===== src/rtl/inst_fetch_if.sv =====
// Bundle of the instruction-fetch stage's bus signals.
//   Memory write port : wr_en, wr_addr, wr_data
//   Run control       : start, stall, redirect, redirect_pc
//   Fetch outputs     : fe_valid, fe_inst, fe_pc, halted
// modport slave  - the fetch stage (inst_fetch)
// modport master - whatever drives the fetch stage (loader / consumer / bench)
interface inst_fetch_if #(
    parameter int unsigned XLEN = 32,
    parameter int unsigned AW   = 5
);
    logic            wr_en;
    logic [AW-1:0]   wr_addr;
    logic [XLEN-1:0] wr_data;
    logic            start;
    logic            stall;
    logic            redirect;
    logic [XLEN-1:0] redirect_pc;
    logic            fe_valid;
    logic [XLEN-1:0] fe_inst;
    logic [XLEN-1:0] fe_pc;
    logic            halted;

    modport slave (
        input  wr_en, wr_addr, wr_data, start, stall, redirect, redirect_pc,
        output fe_valid, fe_inst, fe_pc, halted
    );

    modport master (
        output wr_en, wr_addr, wr_data, start, stall, redirect, redirect_pc,
        input  fe_valid, fe_inst, fe_pc, halted
    );
endinterface


===== src/rtl/inst_fetch.sv =====
// Instruction fetch stage: owns instruction memory, PC and a run-control FSM
// (IDLE -> RUN -> HALT). Presents one registered instruction per cycle.
// Ports:
//   CLOCK_50 - clock, all state updates on rising edge
//   RSTN_N   - synchronous active-high reset (memory contents preserved)
//   bus      - inst_fetch_if.slave: write port, start/stall/redirect,
//              fe_valid/fe_inst/fe_pc/halted outputs
module inst_fetch #(
    parameter int unsigned     XLEN      = 32,
    parameter int unsigned     DEPTH     = 32,
    parameter int unsigned     AW        = 5,
    parameter logic [XLEN-1:0] RESET_PC  = '0,
    parameter logic [XLEN-1:0] HALT_INST = '1
) (
    input  logic        CLOCK_50,
    input  logic        RSTN_N,
    inst_fetch_if.slave bus
);

    typedef enum logic [1:0] {
        S_IDLE,
        S_RUN,
        S_HALT
    } state_t;

    state_t          state_q, state_d;
    logic [XLEN-1:0] pc_q, pc_d;
    logic            valid_q, valid_d;
    logic [XLEN-1:0] inst_q, inst_d;
    logic [XLEN-1:0] fpc_q, fpc_d;

    logic [XLEN-1:0] mem_q [DEPTH];
    logic [XLEN-1:0] rd_word;

    // Memory is never reset. Reading the register array before the edge
    // gives old-data behaviour on a same-index read/write.
    always_ff @(posedge CLOCK_50) begin
        if (bus.wr_en) begin
            mem_q[bus.wr_addr] <= bus.wr_data;
        end
    end

    // Byte PC -> word index; upper bits drop out so the index wraps mod DEPTH.
    assign rd_word = mem_q[pc_q[AW+1:2]];

    always_ff @(posedge CLOCK_50) begin
        if (RSTN_N) begin
            state_q <= S_IDLE;
            pc_q    <= RESET_PC;
            valid_q <= 1'b0;
            inst_q  <= '0;
            fpc_q   <= '0;
        end else begin
            state_q <= state_d;
            pc_q    <= pc_d;
            valid_q <= valid_d;
            inst_q  <= inst_d;
            fpc_q   <= fpc_d;
        end
    end

    always_comb begin
        state_d = state_q;
        pc_d    = pc_q;
        valid_d = valid_q;
        inst_d  = inst_q;
        fpc_d   = fpc_q;
        case (state_q)
            S_IDLE: begin
                valid_d = 1'b0;
                if (bus.start) begin
                    state_d = S_RUN;
                    pc_d    = RESET_PC;
                end
            end
            S_RUN: begin
                if (bus.redirect) begin
                    // Redirect beats stall and costs one bubble.
                    pc_d    = bus.redirect_pc;
                    valid_d = 1'b0;
                end else if (!bus.stall) begin
                    if (rd_word == HALT_INST) begin
                        state_d = S_HALT;
                        valid_d = 1'b0;
                    end else begin
                        inst_d  = rd_word;
                        fpc_d   = pc_q;
                        valid_d = 1'b1;
                        pc_d    = pc_q + XLEN'(4);
                    end
                end
            end
            S_HALT: begin
                valid_d = 1'b0;
                if (bus.redirect) begin
                    state_d = S_RUN;
                    pc_d    = bus.redirect_pc;
                end
            end
            default: begin
                state_d = S_IDLE;
                valid_d = 1'b0;
            end
        endcase
    end

    assign bus.fe_valid = valid_q;
    assign bus.fe_inst  = inst_q;
    assign bus.fe_pc    = fpc_q;
    assign bus.halted   = (state_q == S_HALT);

endmodule


===== src/flat_wrapper.sv =====
// flat-port wrapper written by rule: the top's interface ports become plain ports
module inst_fetch_flat 
#(
    parameter int unsigned     XLEN      = 32,
    parameter int unsigned     DEPTH     = 32,
    parameter int unsigned     AW        = 5,
    parameter logic [XLEN-1:0] RESET_PC  = '0,
    parameter logic [XLEN-1:0] HALT_INST = '1
)
  (CLOCK_50, RSTN_N, bus_wr_en, bus_wr_addr, bus_wr_data, bus_start, bus_stall, bus_redirect, bus_redirect_pc, bus_fe_valid, bus_fe_inst, bus_fe_pc, bus_halted);
  inst_fetch_if #(.XLEN(XLEN), .AW(AW)) bus_i ();
  input  logic CLOCK_50;
  input  logic RSTN_N;
  input wire logic [$bits(bus_i.wr_en)-1:0] bus_wr_en;
  input wire logic [$bits(bus_i.wr_addr)-1:0] bus_wr_addr;
  input wire logic [$bits(bus_i.wr_data)-1:0] bus_wr_data;
  input wire logic [$bits(bus_i.start)-1:0] bus_start;
  input wire logic [$bits(bus_i.stall)-1:0] bus_stall;
  input wire logic [$bits(bus_i.redirect)-1:0] bus_redirect;
  input wire logic [$bits(bus_i.redirect_pc)-1:0] bus_redirect_pc;
  output wire logic [$bits(bus_i.fe_valid)-1:0] bus_fe_valid;
  output wire logic [$bits(bus_i.fe_inst)-1:0] bus_fe_inst;
  output wire logic [$bits(bus_i.fe_pc)-1:0] bus_fe_pc;
  output wire logic [$bits(bus_i.halted)-1:0] bus_halted;
  assign bus_i.wr_en = bus_wr_en;
  assign bus_i.wr_addr = bus_wr_addr;
  assign bus_i.wr_data = bus_wr_data;
  assign bus_i.start = bus_start;
  assign bus_i.stall = bus_stall;
  assign bus_i.redirect = bus_redirect;
  assign bus_i.redirect_pc = bus_redirect_pc;
  assign bus_fe_valid = bus_i.fe_valid;
  assign bus_fe_inst = bus_i.fe_inst;
  assign bus_fe_pc = bus_i.fe_pc;
  assign bus_halted = bus_i.halted;
  inst_fetch #(.XLEN(XLEN), .DEPTH(DEPTH), .AW(AW), .RESET_PC(RESET_PC), .HALT_INST(HALT_INST)) u_core (.CLOCK_50(CLOCK_50), .RSTN_N(RSTN_N), .bus(bus_i));
endmodule

===== config.mk =====
export PLATFORM = sky130hd
export DESIGN_NAME = inst_fetch_flat
export DESIGN_NICKNAME = d
export VERILOG_FILES = /design/src/rtl/inst_fetch_if.sv /design/src/rtl/inst_fetch.sv /design/src/flat_wrapper.sv
export SDC_FILE = /design/constraint.sdc
export NUM_CORES = 1
export LEC_CHECK = 0
export ABC_CLOCK_PERIOD_IN_PS = 3000
export BUFFER_PORTS_ARGS = -buffer_cell sky130_fd_sc_hd__buf_2
export CORE_MARGIN = 5
export CORE_UTILIZATION = 40
export DETAILED_ROUTE_END_ITERATION = 10
export SETUP_SLACK_MARGIN = 0.5
export SLEW_MARGIN = 20
export SYNTH_ARGS = -nofsm -noshare
export SYNTH_HDL_FRONTEND = slang
export SYNTH_SLANG_ARGS = --single-unit

===== constraint.sdc =====
create_clock -name CLOCK_50 -period 3 [get_ports CLOCK_50]
set_input_delay 0.3 -clock CLOCK_50 [delete_from_list [all_inputs] [get_ports CLOCK_50]]
set_output_delay 0.3 -clock CLOCK_50 [all_outputs]
set_load 0.05 [all_outputs]

==> results.txt, run 1 <==
- Final hold vios: 0
* Final Routed Wirelength: between 100,000 and 150,000 um
- For this run, the register share of the synthesized area comes to approximately three quarters.
- GR Util All Layers: 22.0%
- Total leakage power: 18.4 nW
- Routability-driven placement finished with a final weighted congestion of around 0.84.
* Clock period minus final worst setup slack: 3.40 ns
* Yosys reg bits: roughly 1,100
* Utilization after layout: 50.6%
- The setup path with the least slack is of type reg -> reg.
- After clock tree synthesis, the clock-pin slew on the worst setup and hold paths is 0.06 ns.
- Number of stages on the worst setup path: 16
* Slowest cell on the critical path: dfxtp_4
* Failing checks: negative setup slack
- At the later pin of the worst-skew pair, clock insertion delay measures approximately 0.70 ns.
- Number of setup violations in the final report: 100
- Detailed placement HPWL: 73,300 um
- Count of placed standard cells including taps: 4,523
* Main combinational cell family by area after synthesis: multiplexers
* Number of cells on the worst hold path: 3
- Share of async-settable or async-resettable flops after synthesis: 0%
- The synthesized design contains 1,024 enable-type register cells.
* Net count of the mapped netlist: about 2,900
- Routed vias: between 20,000 and 30,000
- First-pass GRT wire length: about 190,000 um
- The flow ran to the end, but the final reports show violations.
- Critical Path AT: ~4.0 ns
- Critical path launch point type: register
- Area of the die: around 120,000 sq um
* Largest buffer count on any clock path: 3
- Power density cells: roughly 670 nW/um^2
- Worst-path fanout max: 9
- Post-synthesis instance total: roughly 2,800
- Number of cells on the worst reg-to-reg path: 16
* CP bufs+invs: 7
- In the post-route analysis, the smallest setup slack over all paths is -0.402 ns.
- The worst pin sits at a relative slew slack of approximately 34%.
- H-tree levels: 3
- Number of antenna violations at the first check in global routing: 11
- Post-synthesis mux area share: 11.6%
* Final ANT Viol Nets: 0
- Across the whole layout, storage elements account for between 30,000 and 40,000 sq um.
* Cell Count, Final, Fillers Out: a little under 5,000
* Synthesized-area fraction occupied by ao, oa, aoi and oai cells: under 10%
- Drt pass-1 iters: 6
- The root buffer cell chosen for the clock tree is clkbuf_16.
- Dividing the detail-routed wire length by the instance count gives 27.7 um.
* Clock skew after layout: between 0.02 and 0.03 ns
- The filler cells instantiated in the layout total around 9,000.
- After the first detailed-routing iteration, the DRC count stood at 2,765.
- Xor and xnor fraction of the mapped netlist area: less than 1%
- Simple-gate share of the synthesized area: between 3 and 4%
- The signal on the critical path passes through buf_12 -> buf_16 -> buf_4 -> mux2i_1 -> a22oi_1 -> nand2_1 -> o22ai_2 -> o22ai_4 -> nor4_4 -> buf_4 -> a41oi_4 -> buf_12 -> buf_4 -> buf_16 -> a211oi_2 -> a211oi_2.
* Row cnt: roughly 120
* Count of different cell masters after synthesis: 50
- Slew at the pin closest to its max-slew limit: between 0.9 and 1 ns
- Entering global routing, the biggest net connects 99 pins.
- Among the stages of the critical path, the cell type that occurs most often is buf_4.
* Average instance area after synthesis: 16.0 sq um
- Number of sinks driven by the clock tree: 1,128
* Slew Viols, Final: 0
- After detailed routing, the number of vias per cell comes to ~5.7.
- Vias in the first global route: between 20,000 and 30,000
* Synth Cell Area: ~45,000 sq um
* Main flop type after synthesis: edfxtp_1
* Final Net Count: ~3,300
* DRC: 0
* Delay of the slowest critical-path stage: approximately 0.42 ns
- In this run the count of I/O pins placed on the die edge is ~140.
- Peak Freq: around 0.29 GHz
- Layout cells sized above 1: 26.9%
- After layout, the worst path uses 113% of the clock period.
- Die Width: about 340 um
* Post-synthesis adder-cell area fraction: less than 1%
- Buffers on Ports: between 100 and 150
- Setup repair after global routing missed its margin: true
- TritonCTS clock tree: done
* Layout overhead on the synthesized area: 25.4%
- The tightest min-delay check is of the in -> reg type.
- For this run, the number of Yosys warnings is 0.
* Chip height: ~340 um
- Cell family contributing the most delay on the critical path: buffers and inverters
* Crit. End Element: register
- Core Area: ~110,000 sq um
- After routing, the total negative slack on setup checks comes to -30.14 ns.
- Maximum capacitance violations: 0
- Max IR drop VDD: between 0.4 and 0.5 mV
- Initial Utilization: 40.4%
* Multi-input gate area: approximately 12,000 sq um
- Summed over all layers, the global routing overflow is 0.
- Startpoint of the worst hold path: bus_redirect_pc[11]
- Required time at the endpoint of the critical path: between 3 and 4 ns
- Number of buffers created by CTS: roughly 110
sequential cells by signal, indices dropped and copies added (netlist names), named ones only:
signal,count
u_core.bus.fe_valid,1
u_core.mem_q,1024
u_core.pc_q,32
u_core.state_q,2
u_core.bus.fe_pc,32
u_core.bus.fe_inst,32
per-stage QoR:
| stage | total power, mW | hold slack (ns) | area (sq um) | setup WS, ns |
|---|---|---|---|---|
| after floorplan | 21.0 | 0.399 | 45500 | 0.266 |
| after global placement | 22.7 | 0.445 | 50100 | -0.639 |
| after detailed placement | 22.8 | 0.468 | 50100 | -0.679 |
| after CTS | 37.4 | 0.00379 | 55600 | -0.325 |
| after global routing | 38.6 | 0.0223 | 56100 | -0.506 |
| final | 37.4 | 0.0459 | 56100 | -0.402 |
worst min-delay path, cell delays in order:
cell and delay (ns):
buf_2 0.09, a22oi_1 0.09, a211oi_2 0.21
cell type report:
cell class | count | area share (%)
Multi-Input combinational cell | 1470 | 21.7
Antenna cell | 5 | 0.0223
Sequential cell | 1128 | 58.6
Clock buffer | 140 | 5.52
Clock inverter | 76 | 1.17
Inverter | 12 | 0.0803
Tap cell | 1488 | 3.32
Timing Repair Buffer | 509 | 9.66
synth_stat cells, drive strengths merged (10+ instances only):
| library cell | count | area, sq um |
|---|---|---|
| o32ai | 10 | 87.6 |
| a21oi | 87 | 439 |
| clkbuf | 95 | 357 |
| o21ai | 76 | 380 |
| a211oi | 58 | 435 |
| o22ai | 49 | 307 |
| a22oi | 268 | 2010 |
| edfxtp | 1024 | 30700 |
| nor3 | 13 | 65.1 |
| mux2i | 518 | 5180 |
| inv | 11 | 41.3 |
| nand3 | 75 | 375 |
| nor2 | 78 | 293 |
| nand2 | 152 | 571 |
| dfxtp | 104 | 2080 |
| buf | 85 | 642 |
per-layer routing:
layer	global-route usage, %	part of all wire [%]	up-vias
li1	-	-	11992
met1	30.8	42	14190
met2	36.6	48	1224
met3	3.08	7.4	203
met4	5.08	2.2	2
met5	0	0.0097	-
report_power, final:
group          switching (mW)  internal, mW
Sequential              0.176          17.4
Clock                    5.99          8.04
Combinational            3.26          2.57
Total                    9.43          28.0
kinds of logic (layout without fill, tap and decap cells):
family / after synthesis / after routing
adders and majority gates: 6 / 6
buffers and inverters: 192 / 737
and+or+nand+nor: 362 / 362
other: 0 / 5
muxes: 518 / 518
AOI/OAI and AO/OA: 569 / 570
DFF: 1128 / 1128
xor gates and xnor gates: 14 / 14
placed cells by master, fill, tap and decap left out, types with 24 or more instances in the layout:
master,n
o21ai_2,32
a21oi_2,30
buf_16,26
buf_4,196
a22oi_1,264
nor2_4,35
a211oi_2,33
buf_6,24
nor2_1,42
edfxtp_1,1024
nand2_1,151
o22ai_2,32
clkinv_2,31
clkinv_1,24
mux2i_1,512
buf_12,86
buf_2,139
nand3_1,58
dfxtp_1,103
a21oi_1,54
clkbuf_16,122
path summary, 6_finish.rpt:
check / endpoint / slack, ns
worst max-delay path: u_core.pc_q[22]$_SDFFE_PP0P_ / -0.40
worst min-delay path: u_core.pc_q[11]$_SDFFE_PP0P_ / 0.05
worst max register to register: u_core.pc_q[22]$_SDFFE_PP0P_ / -0.40
worst min register to register: u_core.bus.fe_pc[15]$_SDFFE_PP0P_ / 0.46
repair_timing:
action | CTS | global route
cloned | 20 | 4
buffers inserted | 30 | 9
endpoints found under the hold margin | 21 | 0
gates resized for setup | 166 | 62
pin swaps | 44 | 28
setup endpoints to repair | 102 | 102
hold buffers | 21 | 0
(Power assumes the default switching activity.)
==> run 2: changes to the inputs <==
--- a/config.mk
+++ b/config.mk
@@ -10,6 +10,7 @@
 export CORE_MARGIN = 5
 export CORE_UTILIZATION = 40
 export DETAILED_ROUTE_END_ITERATION = 10
+export RECOVER_POWER = 25
 export SETUP_SLACK_MARGIN = 0.5
 export SLEW_MARGIN = 20
 export SYNTH_ARGS = -nofsm -noshare
==> results.txt, run 2 (synthesis results as in run 1) <==
- Run status: finished, violations left
- Failing checks: negative setup slack
* Layout overhead on the synthesized area: 25.3% (about the same)
* Final hold vios: 0 (unchanged)
* First-pass GRT wire length: 190,000 um (unchanged)
* Row cnt: 122 (unchanged)
- Final ANT Viol Nets: 0 (unchanged)
- Vias in the first global route: 27,179 (unchanged)
- Critical path class: reg -> reg
- The top fanout value on the critical path is 8 (-1).
- Total Power Consumption: 37.4 mW (about the same)
* Starting DRC count in detailed routing: 2,780 (+0.54%)
- The measured slew at the worst slew-check pin was 1.24 ns (+0.262 ns).
* Drt pass-1 iters: 6 (unchanged)
- The reg2reg setup slack was -0.38 ns (+0.03 ns).
- The layout net count is 3,316 (unchanged).
- Cell family contributing the most delay on the critical path: buffers and inverters
- CP bufs+invs: 9 (+2)
- Largest buffer count on any clock path: 3 (unchanged)
* Area of the die: 119,000 sq um (unchanged)
* Power density cells: 668 nW/um^2 (about the same)
- CTS clk-pin slew, worst paths: 0.06 ns (about the same)
* Initial Utilization: 40.4% (unchanged)
* Critical path launch point type: register
- Number of antenna violations at the first check in global routing: 8 (-3)
* Detailed placement HPWL: 73,300 um (unchanged)
* Maximum capacitance violations: 0 (unchanged)
- Post-DR vias/cell: 5.71 (-0.21%)
* Routed vias: 27,554 (-0.21%)
* Headroom to the max-slew limit: 17.0% (-17 points)
- Final Routed Wirelength: 134,000 um (about the same)
* DRC: 0 (unchanged)
* Critical Path, Cell by Cell: buf_12 -> buf_16 -> buf_16 -> buf_4 -> buf_4 -> mux2i_1 -> a22oi_1 -> nand2_1 -> o22ai_2 -> o22ai_2 -> nor4_2 -> buf_4 -> a41oi_4 -> buf_12 -> buf_4 -> buf_16 -> a211oi_2 -> a211oi_2
- The arrival time reported for the critical path endpoint came to 3.94 ns (-0.03 ns).
- Setup repair after global routing could not meet its margin everywhere.
- The placeable core region is 111,000 sq um (unchanged).
- The slowest stage of the critical path is the dfxtp_4 cell.
- The path class of the tightest hold or removal check is in -> reg.
- The maximum clock frequency was 0.296 GHz (+0.77%).
- Flip-flop count of the largest register after layout: 1,024 (unchanged)
* Leading cell types in the layout, fill and taps excluded: edfxtp_1 (1,024), mux2i_1 (512), a22oi_1 (264), buf_4 (196), nand2_1 (151)
- The number of ports placed on the die boundary is 141 (unchanged).
- The die height is 344 um (unchanged).
- Total global routing overflow: 0 (unchanged)
* Total leakage power: 18.3 nW (-0.30%)
- The TritonCTS sink count was 1,128 (unchanged).
- Root Driver: clkbuf_16
- Required time at the endpoint of the critical path: 3.56 ns (about the same)
* Register ranked first by flip-flop count: u_core.mem_q
- The post-route worst setup slack is -0.376 ns (+0.0260 ns).
* H-tree levels: 3 (unchanged)
- Clock skew after layout: 0.0222 ns (-0.00339 ns)
- TritonCTS clock tree: done
- Post-Route Setup TNS: -28.68 ns (+1.46 ns)
- Number of buffers created by CTS: 114 (unchanged)
- The proportion of layout cells with a drive suffix above 1 was 26.3% (-0.60 points).
- Leaving out fill and tap cells, the most frequent cell in the layout is edfxtp_1.
- The clock latency at the later pin of the worst-skew pair is 0.70 ns (about the same).
- The horizontal die dimension came to 344 um (unchanged).
* Buffers on Ports: 140 (unchanged)
- Delay of the slowest critical-path stage: 0.38 ns (-0.04 ns)
- GPL Wtd Cong: 0.843 (unchanged)
- Cell with the most instances on the worst path: buf_4
* Number of setup violations in the final report: 100 (unchanged)
- The overall routing resource usage came to 22.0% (unchanged).
- Maximum number of pins on one net before global-route repair: 99 (unchanged)
- Final clock period utilization by the worst path: 113% (-0.87 points)
- Max IR drop VDD: 0.425 mV (+0.19%)
- Routed wire per std cell: 27.7 um (about the same)
- Slew Viols, Final: 0 (unchanged)
- Crit. End Element: register
- Clock period minus final worst setup slack: 3.38 ns (-0.0259 ns)
## run 2: cell count changes in the layout (fill, tap and decap cells not counted), sizes merged
| cell | change |
|---|---|
| buf | -20 |
| clkbuf | +20 |
## run 2: path summary, 6_finish.rpt
path / startpoint / to / depth (start not counted)
worst max-delay path: register / u_core.pc_q[22]$_SDFFE_PP0P_ / 18
worst min-delay path: bus_redirect_pc[11] / u_core.pc_q[11]$_SDFFE_PP0P_ / 3
worst max register to register: register / u_core.pc_q[22]$_SDFFE_PP0P_ / 18
worst min register to register: u_core.bus.fe_pc[15]$_SDFFE_PP0P_ / u_core.bus.fe_pc[15]$_SDFFE_PP0P_ / 2
## run 2: cell type report
class                           instances  area (sq um)
Clock buffer                          140          3100
Tap cell                             1488          1860
Sequential cell                      1128         32800
Clock inverter                         76           654
Inverter                               12          45.0
Multi-Input combinational cell       1470         12200
Timing Repair Buffer                  509          5390
Fill cell                            8978         54800
Antenna cell                            5          12.5
## run 2: tightest hold or removal path, cell delays in order
cell	delay (ns)
buf_2	0.09
a22oi_1	0.10
a211oi_2	0.21
## run 2: per-layer routing
layer,part of all wire (%),GRT usage (%)
met2,48,36.6
met4,2.2,5.08
met1,42,30.8
met5,0.0097,0
met3,7.2,3.08
## run 2: where the power goes
part	internal, mW	leakage, nW	total, mW	switching, mW
Combinational	2.57	6.39	5.83	3.26
Sequential	17.4	10.1	17.6	0.175
Clock	8.04	1.85	14.0	5.99
## run 2: repair_timing
action,CTS,global route
pin swaps,44,28
resized for setup,166,62
hold buffers,21,0
endpoints found under the hold margin,21,0
endpoints found under the setup margin,102,102
gates cloned,20,4
buffers inserted,30,9
## run 2: metrics by stage
stage / instance area, sq um / cells / setup WS (ns) / hold WS (ns) / util [%]
2_1_floorplan: 45500 / 2789 / 0.266 / 0.399 / -
3_3_place_gp: 50100 / 4523 / -0.639 / 0.445 / 45.2
3_5_place_dp: 50100 / 4523 / -0.679 / 0.468 / 45.2
4_1_cts: 55600 / 4810 / -0.325 / 0.00379 / 50.2
5_1_grt: 56000 / 4825 / -0.506 / 0.0223 / 50.6
6_report: 56000 / 4828 / -0.376 / 0.0505 / 50.6
